<file path="src/rtl/fifo_wr_ctrl_gray.sv">
// Write-side controller for a dual-clock FIFO: binary/Gray write pointer, read-pointer synchronizer,
// registered full/almost-full/level flags. Define FIFO_WR_OVERFLOW_EN for a sticky overflow flag and reject counter.
module fifo_wr_ctrl_gray #(
  parameter int ADDR_W       = 3,
  parameter int AFULL_THRESH = 6,
  parameter int SYNC_STAGES  = 2
) (
  input  logic              clk,
  input  logic              rst,
  input  logic              winc,
  input  logic [ADDR_W:0]   rptr_gray,
  output logic              write_en,
  output logic [ADDR_W-1:0] waddr,
  output logic [ADDR_W:0]   wptr_gray,
  output logic              wfull,
  output logic              walmost_full,
  output logic [ADDR_W:0]   wlevel,
  output logic              woverflow
);

  generate
    if (ADDR_W < 2 || ADDR_W > 12 || SYNC_STAGES < 2 || SYNC_STAGES > 4 ||
        AFULL_THRESH < 1 || AFULL_THRESH > (1 << ADDR_W)) begin : g_bad_param
      $error("fifo_wr_ctrl_gray: parameter out of legal range");
    end
  endgenerate

  localparam logic [ADDR_W:0] AFULL_LVL = (ADDR_W+1)'(AFULL_THRESH);

  logic [ADDR_W:0] sync_q [SYNC_STAGES];
  logic [ADDR_W:0] rq_gray;
  logic [ADDR_W:0] rq_bin;
  logic [ADDR_W:0] wbin;
  logic [ADDR_W:0] wbin_next;
  logic [ADDR_W:0] wgray_next;
  logic [ADDR_W:0] full_gray;
  logic [ADDR_W:0] level_next;

  // Read pointer crosses into this domain only through the flop chain
  always_ff @(posedge clk or negedge rst) begin
    if (!rst) begin
      for (int i = 0; i < SYNC_STAGES; i++) sync_q[i] <= '0;
    end else begin
      sync_q[0] <= rptr_gray;
      for (int i = 1; i < SYNC_STAGES; i++) sync_q[i] <= sync_q[i-1];
    end
  end

  assign rq_gray = sync_q[SYNC_STAGES-1];

  always_comb begin
    rq_bin = '0;
    for (int i = 0; i <= ADDR_W; i++) rq_bin[i] = ^(rq_gray >> i);
  end

  assign write_en   = winc & ~wfull;
  assign wbin_next  = wbin + {{ADDR_W{1'b0}}, write_en};
  assign wgray_next = (wbin_next >> 1) ^ wbin_next;
  // Full when the pointers differ only in the wrap bit, i.e. top two Gray bits inverted
  assign full_gray  = {~rq_gray[ADDR_W:ADDR_W-1], rq_gray[ADDR_W-2:0]};
  assign level_next = wbin_next - rq_bin;
  assign waddr      = wbin[ADDR_W-1:0];

  always_ff @(posedge clk or negedge rst) begin
    if (!rst) begin
      wbin         <= '0;
      wptr_gray    <= '0;
      wfull        <= 1'b0;
      walmost_full <= 1'b0;
      wlevel       <= '0;
    end else begin
      wbin         <= wbin_next;
      wptr_gray    <= wgray_next;
      wfull        <= (wgray_next == full_gray);
      walmost_full <= (level_next >= AFULL_LVL);
      wlevel       <= level_next;
    end
  end

`ifdef FIFO_WR_OVERFLOW_EN
  logic [7:0] wovf_cnt;

  always_ff @(posedge clk or negedge rst) begin
    if (!rst) begin
      woverflow <= 1'b0;
      wovf_cnt  <= '0;
    end else if (winc && wfull) begin
      woverflow <= 1'b1;
      if (wovf_cnt != 8'hFF) wovf_cnt <= wovf_cnt + 8'd1;
    end
  end
`else
  assign woverflow = 1'b0;
`endif

endmodule

</file>
<file path="config.mk">
export PLATFORM = sky130hd
export DESIGN_NAME = fifo_wr_ctrl_gray
export DESIGN_NICKNAME = d
export VERILOG_FILES = /design/src/rtl/fifo_wr_ctrl_gray.sv
export SDC_FILE = /design/constraint.sdc
export NUM_CORES = 1
export LEC_CHECK = 0
export ABC_AREA = 1
export BUFFER_PORTS_ARGS = -buffer_cell sky130_fd_sc_hd__buf_2
export CAP_MARGIN = 10
export CORE_MARGIN = 5
export CORE_UTILIZATION = 51
export CTS_CLUSTER_SIZE = 28
export DETAILED_ROUTE_END_ITERATION = 10
export PLACE_DENSITY = 0.86
export SLEW_MARGIN = 15
export SYNTH_ARGS = -nofsm -noshare
export SYNTH_HDL_FRONTEND = slang
export SYNTH_SLANG_ARGS = --single-unit
</file>
<file path="constraint.sdc">
create_clock -name clk -period 2.7 [get_ports clk]
set_input_delay 0 -clock clk [delete_from_list [all_inputs] [get_ports clk]]
set_output_delay 0 -clock clk [all_outputs]
set_load 0.05 [all_outputs]
</file>
# Word-level counts from Yosys, hierarchy flattened

Cells that the tools add are included.
Widths: inputs -> output; s select.

Bits in registers: 22
Input port bits: 7
Output and inout port bits: 15
Logic and storage cells: 19

Add/sub/neg operators: 2
$lt $le $gt $ge: 1
Equality and inequality tests: 1
Bitwise logic cells: 4
Reductions and logical operators: 4

Operators with widths:

| operator           | number |
|---|---|
| $reduce_xor 4->1   | 4 |
| $add 4x1->4        | 1 |
| $eq 4x4->1         | 1 |
| $ge 4x3->1 const B | 1 |
| $sub 4x4->4        | 1 |
| $xor 3x4->4        | 1 |
| $not 2->2          | 1 |
| $and 1x1->1        | 1 |
| $not 1->1          | 1 |

# Longest topological paths before layout

Gate-level depths: netlist of run 1.

Word-level depth: 5
Mapped depth: 13
Mapped depth without buffers: 13

# Worst setup path before layout of run 1

OpenSTA, ideal clock, no wires.

Kind: register to register
Start: register wfull
End: register walmost_full
Data arrival time: 2.763 ns
Required time: 2.574 ns
Setup slack: -0.189 ns
Stages on the path, launching flop included: 12
Buffers on the path: 0
Period minus slack after synthesis: 2.889 ns
Cells stage by stage: dfrtp_1 > nor2_1 > ha_1 > ha_1 > inv_1 > nand2_1 > nand2_1 > ha_1 > a21oi_1 > inv_1 > nand3_1 > nand3_1

Word-level cells in the longest chain between the ends: 5

RTL lines:

| item                   | RTL line | source |
|---|---|---|
| from (decl)            | 15       | `output logic wfull,` |
| from (signal assigned) | 74       | `wfull <= (wgray_next == full_gray);` |
| $not 1->1              | 56       | `assign write_en = winc & ~wfull;` |
| $and 1x1->1            | 56       |  |
| via write_en           | 12       | `output logic write_en,` |
| $add 4x1->4            | 57       | `assign wbin_next = wbin + {{ADDR_W{1'b0}}, write_en};` |
| via wbin_next[2]       | 34       | `logic [ADDR_W:0] wbin_next;` |
| $sub 4x4->4            | 61       | `assign level_next = wbin_next - rq_bin;` |
| $ge 4x3->1             | 75       | `walmost_full <= (level_next >= AFULL_LVL);` |
| to (signal assigned)   | 75       |  |
| to (decl)              | 16       | `output logic walmost_full,` |

The timed path passes the listed nets, and every way through them passes these cells.

# Final worst setup path of run 1

Start: register wfull
End: register walmost_full

Word-level cells in the longest chain between the ends: 5

RTL lines:

| item             | RTL line |
|---|---|
| $not 1->1        | 56 |
| $and 1x1->1      | 56 |
| $add 4x1->4      | 57 |
| via wbin_next[2] | 34 |
| $sub 4x4->4      | 61 |
| $ge 4x3->1       | 75 |

The timed path passes the listed nets, and every way through them passes these cells.

==> results of run 1 <==
==> metrics by stage <==
stage	util [%]	hold slack, ns	worst slack, ns	instances	area (um2)
6_report	65.72	0.1095	0.6266	148	1135
3_5_place_dp	61.23	-0.03123	0.6167	139	1057
3_3_place_gp	61.23	-0.03236	0.6665	139	1057
4_1_cts	65.72	0.1226	0.6061	148	1135
5_1_grt	65.72	0.1332	0.3730	148	1135
2_1_floorplan	-	-0.2956	0.07548	95	933.4
==> registers in the layout, summed over array words and instances (netlist names) <==
| signal | flops |
|---|---|
| sync_q | 4 |
| wlevel | 4 |
| wfull | 1 |
| rq_gray | 4 |
| walmost_full | 1 |
| wptr_gray | 3 |
| wbin | 4 |
==> layer usage <==
| layer | GRT usage [%] | share of wire (%) | up-vias |
|---|---|---|---|
| met3 | 3.134 | 6.7 | 4 |
| met2 | 22.73 | 47 | 20 |
| met1 | 15.33 | 44 | 300 |
| met5 | 0 | 0 | - |
| met4 | 6.383 | 2.0 | 0 |
| li1 | - | - | 345 |
==> worst min-delay path, stage by stage <==
cell and delay (ns):
buf_2 0.07, inv_1 0.04, nor2_2 0.08, ha_1 0.17
==> repair_timing <==
action / CTS / global route
hold buffers: 5 / 0
setup endpoints to repair: 0 / 0
endpoints found under the hold margin: 25 / 0
==> logic make-up after synthesis <==
| family | after synthesis |
|---|---|
| AND/OR/NAND/NOR | 41 |
| other | 1 |
| XOR/XNOR | 5 |
| adder cells (fa/ha/maj) | 6 |
| flip-flops | 21 |
| buffers and inverters | 19 |
| AO/OA/AOI/OAI | 2 |
==> cells in the final DEF (no fill, tap or decap), types with 2 or more instances in the layout <==
cell and instances:
buf_2 20, clkbuf_4 3, dfrtp_1 21, dlygate4sd3_1 5, ha_1 5, inv_1 18, nand2_1 25, nand3_1 11
nand4_1 2, nor2_1 2, xor2_1 2
==> worst max path at each step <==
stage / endpoint / slack (ns) / depth (start not counted)
final: walmost_full / 0.63 / 11
after global routing: walmost_full / 0.37 / 11
after CTS: walmost_full / 0.61 / 11
after detailed placement: walmost_full / 0.62 / 11
after global placement: walmost_full / 0.67 / 11
after floorplan: walmost_full / 0.08 / 11
==> final cells by class <==
type,count,area [um2],area share (%)
sequential,21,525.5,46.31
multi-input combinational,55,332.8,29.33
timing repair buffer,25,150.1,13.23
inverter,18,67.56,5.954
tap,25,31.28,2.756
clock buffer,3,22.52,1.985
clock inverter,1,5.005,0.4410
==> reports/qor.txt, run 1 <==
Most used DFF post-synth = dfrtp_1
Simple-Gate Fraction of Synth Area = 18.55%
kind of end point of the critical path = flop
worst reg2reg path endpoint = walmost_full
Critical Path Max Stage Delay = 0.40 ns
Hold EP = wbin[0]
xor and xnor area share after synthesis = 6.317%
Hold Startpoint = winc
antenna viol nets, final = 0
Reg2Reg Setup Slack = 0.63 ns
global-route wire length before repair = 2622 um
filler instances = 147
largest family of logic cells by synthesized area = simple AND/OR/NAND/NOR gates
min cycle time layout = 2.073 ns
Seq/Total Area, Yosys = 56.45%
synthesized area per cell = 9.799 um2
CP max FO = 5
status = completed
Initial Utilization = 53.91%
Post-Syn Area = 930.9 um2
Skew-Pair Late Insertion Delay = 0.30 ns
Post-CTS Setup Inserts = 0
TritonCTS buffer count = 3
Tot GR Track Use = 13.25%
Slew Viols, Final = 0
Top delay family on crit path = adder cells
number of library cell types mapped by synthesis = 16
top cells by count, synth = nand2_1, dfrtp_1, inv_1, nand3_1, ha_1
Syn. warnings = 0
H-tree depth = 1
cells after synthesis = 95
top cell type's share of synthesized area = 56.45%
crit path launch = wfull
Die Span X = 52.73 um
root cell of the clock tree = clkbuf_4
post-synthesis mux area share = 0%
Compound-Gate Fraction of Synth Area = 1.344%
Resize count post-CTS = 0
Synth area leader = dfrtp_1
Max-Cap Viols = 0
startpoint types = flop
adder-cell area share of the yosys netlist = 8.871%
HPWL after DPL = 1238 um
core area = 0.001727 mm2
largest net degree at the start of global routing = 22
WL final = 1526 um
CP max stage cell = dfrtp_1
Yosys reg bits = 21
Buffers & Inverters on Critical Path = 2
Vias = 669
cells on worst reg2reg path = 11
area grow syn2layout = 21.91%
most frequent CP cell = ha_1
Final Skew = 0.001116 ns
Fmax = 482.3 MHz
DR pass1 iterations = 3
Hold Crit Depth = 4
asr flop ratio synth = 100.0%
Buffers on Ports = 20
most common cell in the netlist = nand2_1
die area = 0.002780 mm2
required time of the worst setup path = 2.89 ns
ant diodes = 0
IO Pins = 22
vias per inst = 4.520
initial DRC count = 2
Num Clock Sinks = 21
critical path arrival = 2.26 ns
CP Cell Sequence = nor2_2 -> ha_1 -> ha_1 -> inv_1 -> nand2_1 -> nand2_1 -> ha_1 -> a21oi_1 -> inv_1 -> nand3_1 -> nand3_1
clock slew at reported path FFs = 0.10 ns
DR WL/cell = 10.31 um
RSZ-0062 raised after global routing = false
NumNets Final = 137
CTS tree = built
final hold vios = 0
vias in the first global route = 672
setup violators final = 0
FF-to-FF Start = wfull
period utilization = 76.79%
gpl congestion = 0.7819
clock tree buffer depth = 2
DIE HEIGHT = 52.73 um
DRC viols = 0
grt ovf = 0
setup_tns = 0 ns
Std-Cell Rows = 15
critical path class = reg2reg
syn nets = 108
synth top area cells = dfrtp_1, nand2_1, inv_1
Min-Delay Path Class = in2reg
initial antenna violation count = 0
Post-synth EDFFs = 0
layout cells sized above 1 = 21.95%
Power of run 1 is left out: the tool's default activity adds up to more than one toggle a clock period on the data nets, which glitch-free logic cannot reach.
==> run 2, diff against run 1 <==
==> constraint.sdc (replaced) <==
create_clock -name clk -period 2.14 [get_ports clk]
set_input_delay 0 -clock clk [delete_from_list [all_inputs] [get_ports clk]]
set_output_delay 0 -clock clk [all_outputs]
set_load 0.05 [all_outputs]
==> run 2 against run 1 <==
  * Clock-buffer cell count is 1 higher
  * Critical path type unchanged
  * Routed wire length rose by 7.1%
  * Via count up 3.9%
  * Largest cell class unchanged
  * Critical endpoint unchanged
==> reports/qor.txt, run 2 (same netlist as run 1, synthesis figures left out) <==
setup_tns = 0 ns
fin worst setup slack = 0.08762 ns
DRC viols = 0
HPWL after DPL = 1246 um
kind of end point of the critical path = flop
Buffers on Ports = 20
most common cell after layout, fill and taps aside = nand2_1
die area = 0.002780 mm2
area grow syn2layout = 30.91%
setup violators final = 0
most frequent cells in the layout = nand2_1, buf_2, dfrtp_1
Fmax = 487.2 MHz
critical path class = reg2reg
initial antenna violation count = 0
Initial Utilization = 53.91%
clock slew at reported path FFs = 0.11 ns
layout cells sized above 1 = 29.69%
Std-Cell Rows = 15
Die Span X = 52.73 um
Final Skew = 0.001402 ns
Vias = 695
Slew Viols, Final = 0
H-tree depth = 1
DR WL/cell = 10.68 um
status = completed
DIE HEIGHT = 52.73 um
TritonCTS buffer count = 3
initial DRC count = 17
pre-CTS setup slack = 0.004148 ns
core area = 0.001727 mm2
min cycle time layout = 2.052 ns
ant diodes = 0
grt ovf = 0
vias per inst = 4.542
NumNets Final = 142
IO Pins = 22
DR pass1 iterations = 4
root cell of the clock tree = clkbuf_4
Min-Delay Path Class = in2reg
final hold vios = 0
period utilization = 95.91%
Hold WS = 0.1404 ns
antenna viol nets, final = 0
vias in the first global route = 690
startpoint types = flop
Max-Cap Viols = 0
clock tree buffer depth = 2
Skew-Pair Late Insertion Delay = 0.28 ns
CP max FO = 3
critical path arrival = 2.23 ns
WL final = 1634 um
CTS tree = built
largest net degree at the start of global routing = 22
Tot GR Track Use = 13.99%
global-route wire length before repair = 2884 um
required time of the worst setup path = 2.32 ns
gpl congestion = 0.7783
Num Clock Sinks = 21
## run 2: through the flow
step	area (um2)	utilization, %	cells
final	1219	70.58	153
after global routing	1219	70.58	153
after CTS	1179	68.26	149
after detailed placement	1095	63.41	139
after global placement	1095	63.41	139
after floorplan	970.9	-	95
## run 2: final timing paths
kind,from,to,slack (ns),cells after the start
worst max-delay path,rq_gray[3],walmost_full,0.09,8
worst min-delay path,winc,wbin[0],0.14,4
worst max register to register,rq_gray[3],walmost_full,0.09,8
worst min register to register,sync_q[4],rq_gray[0],0.36,0
max in group asynchronous,rst,wfull,1.61,2
min in group asynchronous,rst,wptr_gray[1],0.20,2
## run 2: what timing repair did
| action | in CTS | in global routing |
|---|---|---|
| hold buffers | 5 | 0 |
| buffers inserted | 1 | 4 |
| endpoints found under the setup margin | 1 | 1 |
| pin swaps | 1 | 3 |
| hold endpoints to repair | 25 | 0 |
| gates resized for setup | 0 | 2 |
## run 2: worst max-delay path, cell delays in order (launching register included)
cell     delay (ns)
dfrtp_1        0.42
xnor2_2        0.24
xor2_2         0.25
xor2_1         0.11
ha_1           0.22
fa_2           0.53
inv_1          0.05
nand2_1        0.07
nand3_1        0.08
## run 2: area by class of cell
class	instances	area (um2)
inverters	18	67.56
multi-input cells	55	379.1
flip-flops and latches	21	526.8
repair buffers	30	187.7
clock buffers	4	26.28
well taps	25	31.28
fillers	138	508.0
## run 2: metal layers
layer  share of wire (%)  vias to the layer above  GRT usage (%)
met2                  50                       19          25.21
li1                    -                      353              -
met5                   0                        -              0
met1                  44                      321          16.82
met4                 1.1                        0          2.979
met3                 5.1                        2          3.134
Power of run 2 is left out for the same reason.
==> run 3, diff against run 2 <==
--- a/config.mk
+++ b/config.mk
@@ -8,11 +8,11 @@
 export ABC_AREA = 1
 export BUFFER_PORTS_ARGS = -buffer_cell sky130_fd_sc_hd__buf_2
 export CAP_MARGIN = 10
-export CORE_MARGIN = 5
+export CORE_MARGIN = 2
 export CORE_UTILIZATION = 51
-export CTS_CLUSTER_SIZE = 28
 export DETAILED_ROUTE_END_ITERATION = 10
 export PLACE_DENSITY = 0.86
+export RECOVER_POWER = 25
 export SLEW_MARGIN = 15
 export SYNTH_ARGS = -nofsm -noshare
 export SYNTH_HDL_FRONTEND = slang
==> run 3 against run 2 <==
  * Global-route usage grew 3.1 points
  * Design area shrank 2.4%
  * Clock-buffer cell count is the same
  * Critical path depth is the same
  * Routed wire length shrank 6.4%
  * Sequential cell count is the same
  * First-iteration DRC count shrank 29%
  * Register-to-register slack lost 0.06 ns
  * Final cell count shrank 2.6%
  * Worst setup slack lost 0.060 ns
  * Critical endpoint unchanged
  * Largest cell class unchanged
==> reports/qor.txt, run 3 (same netlist as run 1, synthesis figures left out) <==
Std-Cell Rows = 15
global-route wire length before repair = 2573 um
Skew-Pair Late Insertion Delay = 0.30 ns
Initial Utilization = 53.91%
critical path arrival = 2.30 ns
root cell of the clock tree = clkbuf_4
Reg area = 526.8 um2
ant diodes = 0
Min-Delay Path Class = in2reg
Final Skew = 0.003137 ns
area grow syn2layout = 27.82%
final hold vios = 0
die area = 0.002183 mm2
Tot GR Track Use = 17.10%
clock tree buffer depth = 2
required time of the worst setup path = 2.33 ns
Die Span X = 46.73 um
most frequent cells in the layout = nand2_1, dfrtp_1, buf_2
Slew headroom = 28.72%
fin worst setup slack = 0.02750 ns
Slew Viols, Final = 0
Reg2Reg Setup Slack = 0.03 ns
startpoint types = flop
DR pass1 iterations = 4
placed cell areas = 0.001095 mm2
clock slew at reported path FFs = 0.11 ns
DRC viols = 0
core area = 0.001727 mm2
placed cells = 139
Fmax = 473.4 MHz
CTS tree = built
NumNets Final = 138
worst-margin pin slew = 1.069 ns
CP max FO = 3
largest net degree at the start of global routing = 22
setup violators final = 0
grt ovf = 0
critical path class = reg2reg
HPWL after DPL = 1171 um
most common cell after layout, fill and taps aside = nand2_1
Cell Count, Final, Fillers Out = 149
antenna viol nets, final = 0
min cycle time layout = 2.113 ns
filler instances = 136
status = completed
fin area = 0.001190 mm2
vias per inst = 4.591
Buffers on Ports = 20
layout cells sized above 1 = 28.23%
initial antenna violation count = 0
initial DRC count = 12
gpl congestion = 0.7830
RSZ-0062 raised after global routing = true
DR WL/cell = 10.26 um
IO Pins = 22
H-tree depth = 1
area of the multi-input gates = 381.6 um2
TritonCTS buffer count = 3
pre-CTS setup slack = 0.04641 ns
period utilization = 98.72%
WL final = 1529 um
Max-Cap Viols = 0
kind of end point of the critical path = flop
setup_tns = 0 ns
Vias = 684
vias in the first global route = 668
Num Clock Sinks = 21
DIE HEIGHT = 46.73 um
run 3: metal layers:
layer / part of all wire (%) / global-route usage [%]
met5: 0 / 0
met4: 3.1 / 10.56
met1: 47 / 20.61
met3: 3.7 / 3.137
met2: 46 / 28.33
run 3: stage by stage:
step           util [%]  hold slack [ns]
2_1_floorplan         -          -0.2956
3_3_place_gp      63.41         -0.03360
3_5_place_dp      63.41         -0.02681
4_1_cts           67.83           0.1193
5_1_grt           68.91           0.1355
6_report          68.91           0.1194
run 3: worst paths after layout:
| kind | endpoint | from | cells after the start |
|---|---|---|---|
| hold / removal | wbin[0] | winc | 4 |
| min in group asynchronous | wfull | rst | 2 |
| setup reg to reg | walmost_full | rq_gray[2] | 8 |
| max in group asynchronous | wfull | rst | 2 |
| hold reg to reg | rq_gray[0] | sync_q[4] | 0 |
| setup / recovery | walmost_full | rq_gray[2] | 8 |
run 3: area by class of cell:
type,count,area share [%]
inverter,18,5.678
clock buffer,4,2.208
multi-input combinational,55,32.07
tap,25,2.629
timing repair buffer,26,13.14
sequential,21,44.27
run 3: critical path: stages (launching register included):
cell and delay (ns):
dfrtp_1 0.43, xnor2_2 0.31, xor2_2 0.23, xor2_1 0.11, ha_2 0.21, fa_2 0.53
inv_2 0.04, nand2_1 0.07, nand3_1 0.08
run 3: timing repair:
item | in CTS | in global routing
hold endpoints to repair | 25 | 0
endpoints found under the setup margin | 0 | 1
hold buffers | 5 | 0
setup buffers | 0 | 1
gates resized for setup | 0 | 4
Power of run 3 is left out for the same reason.
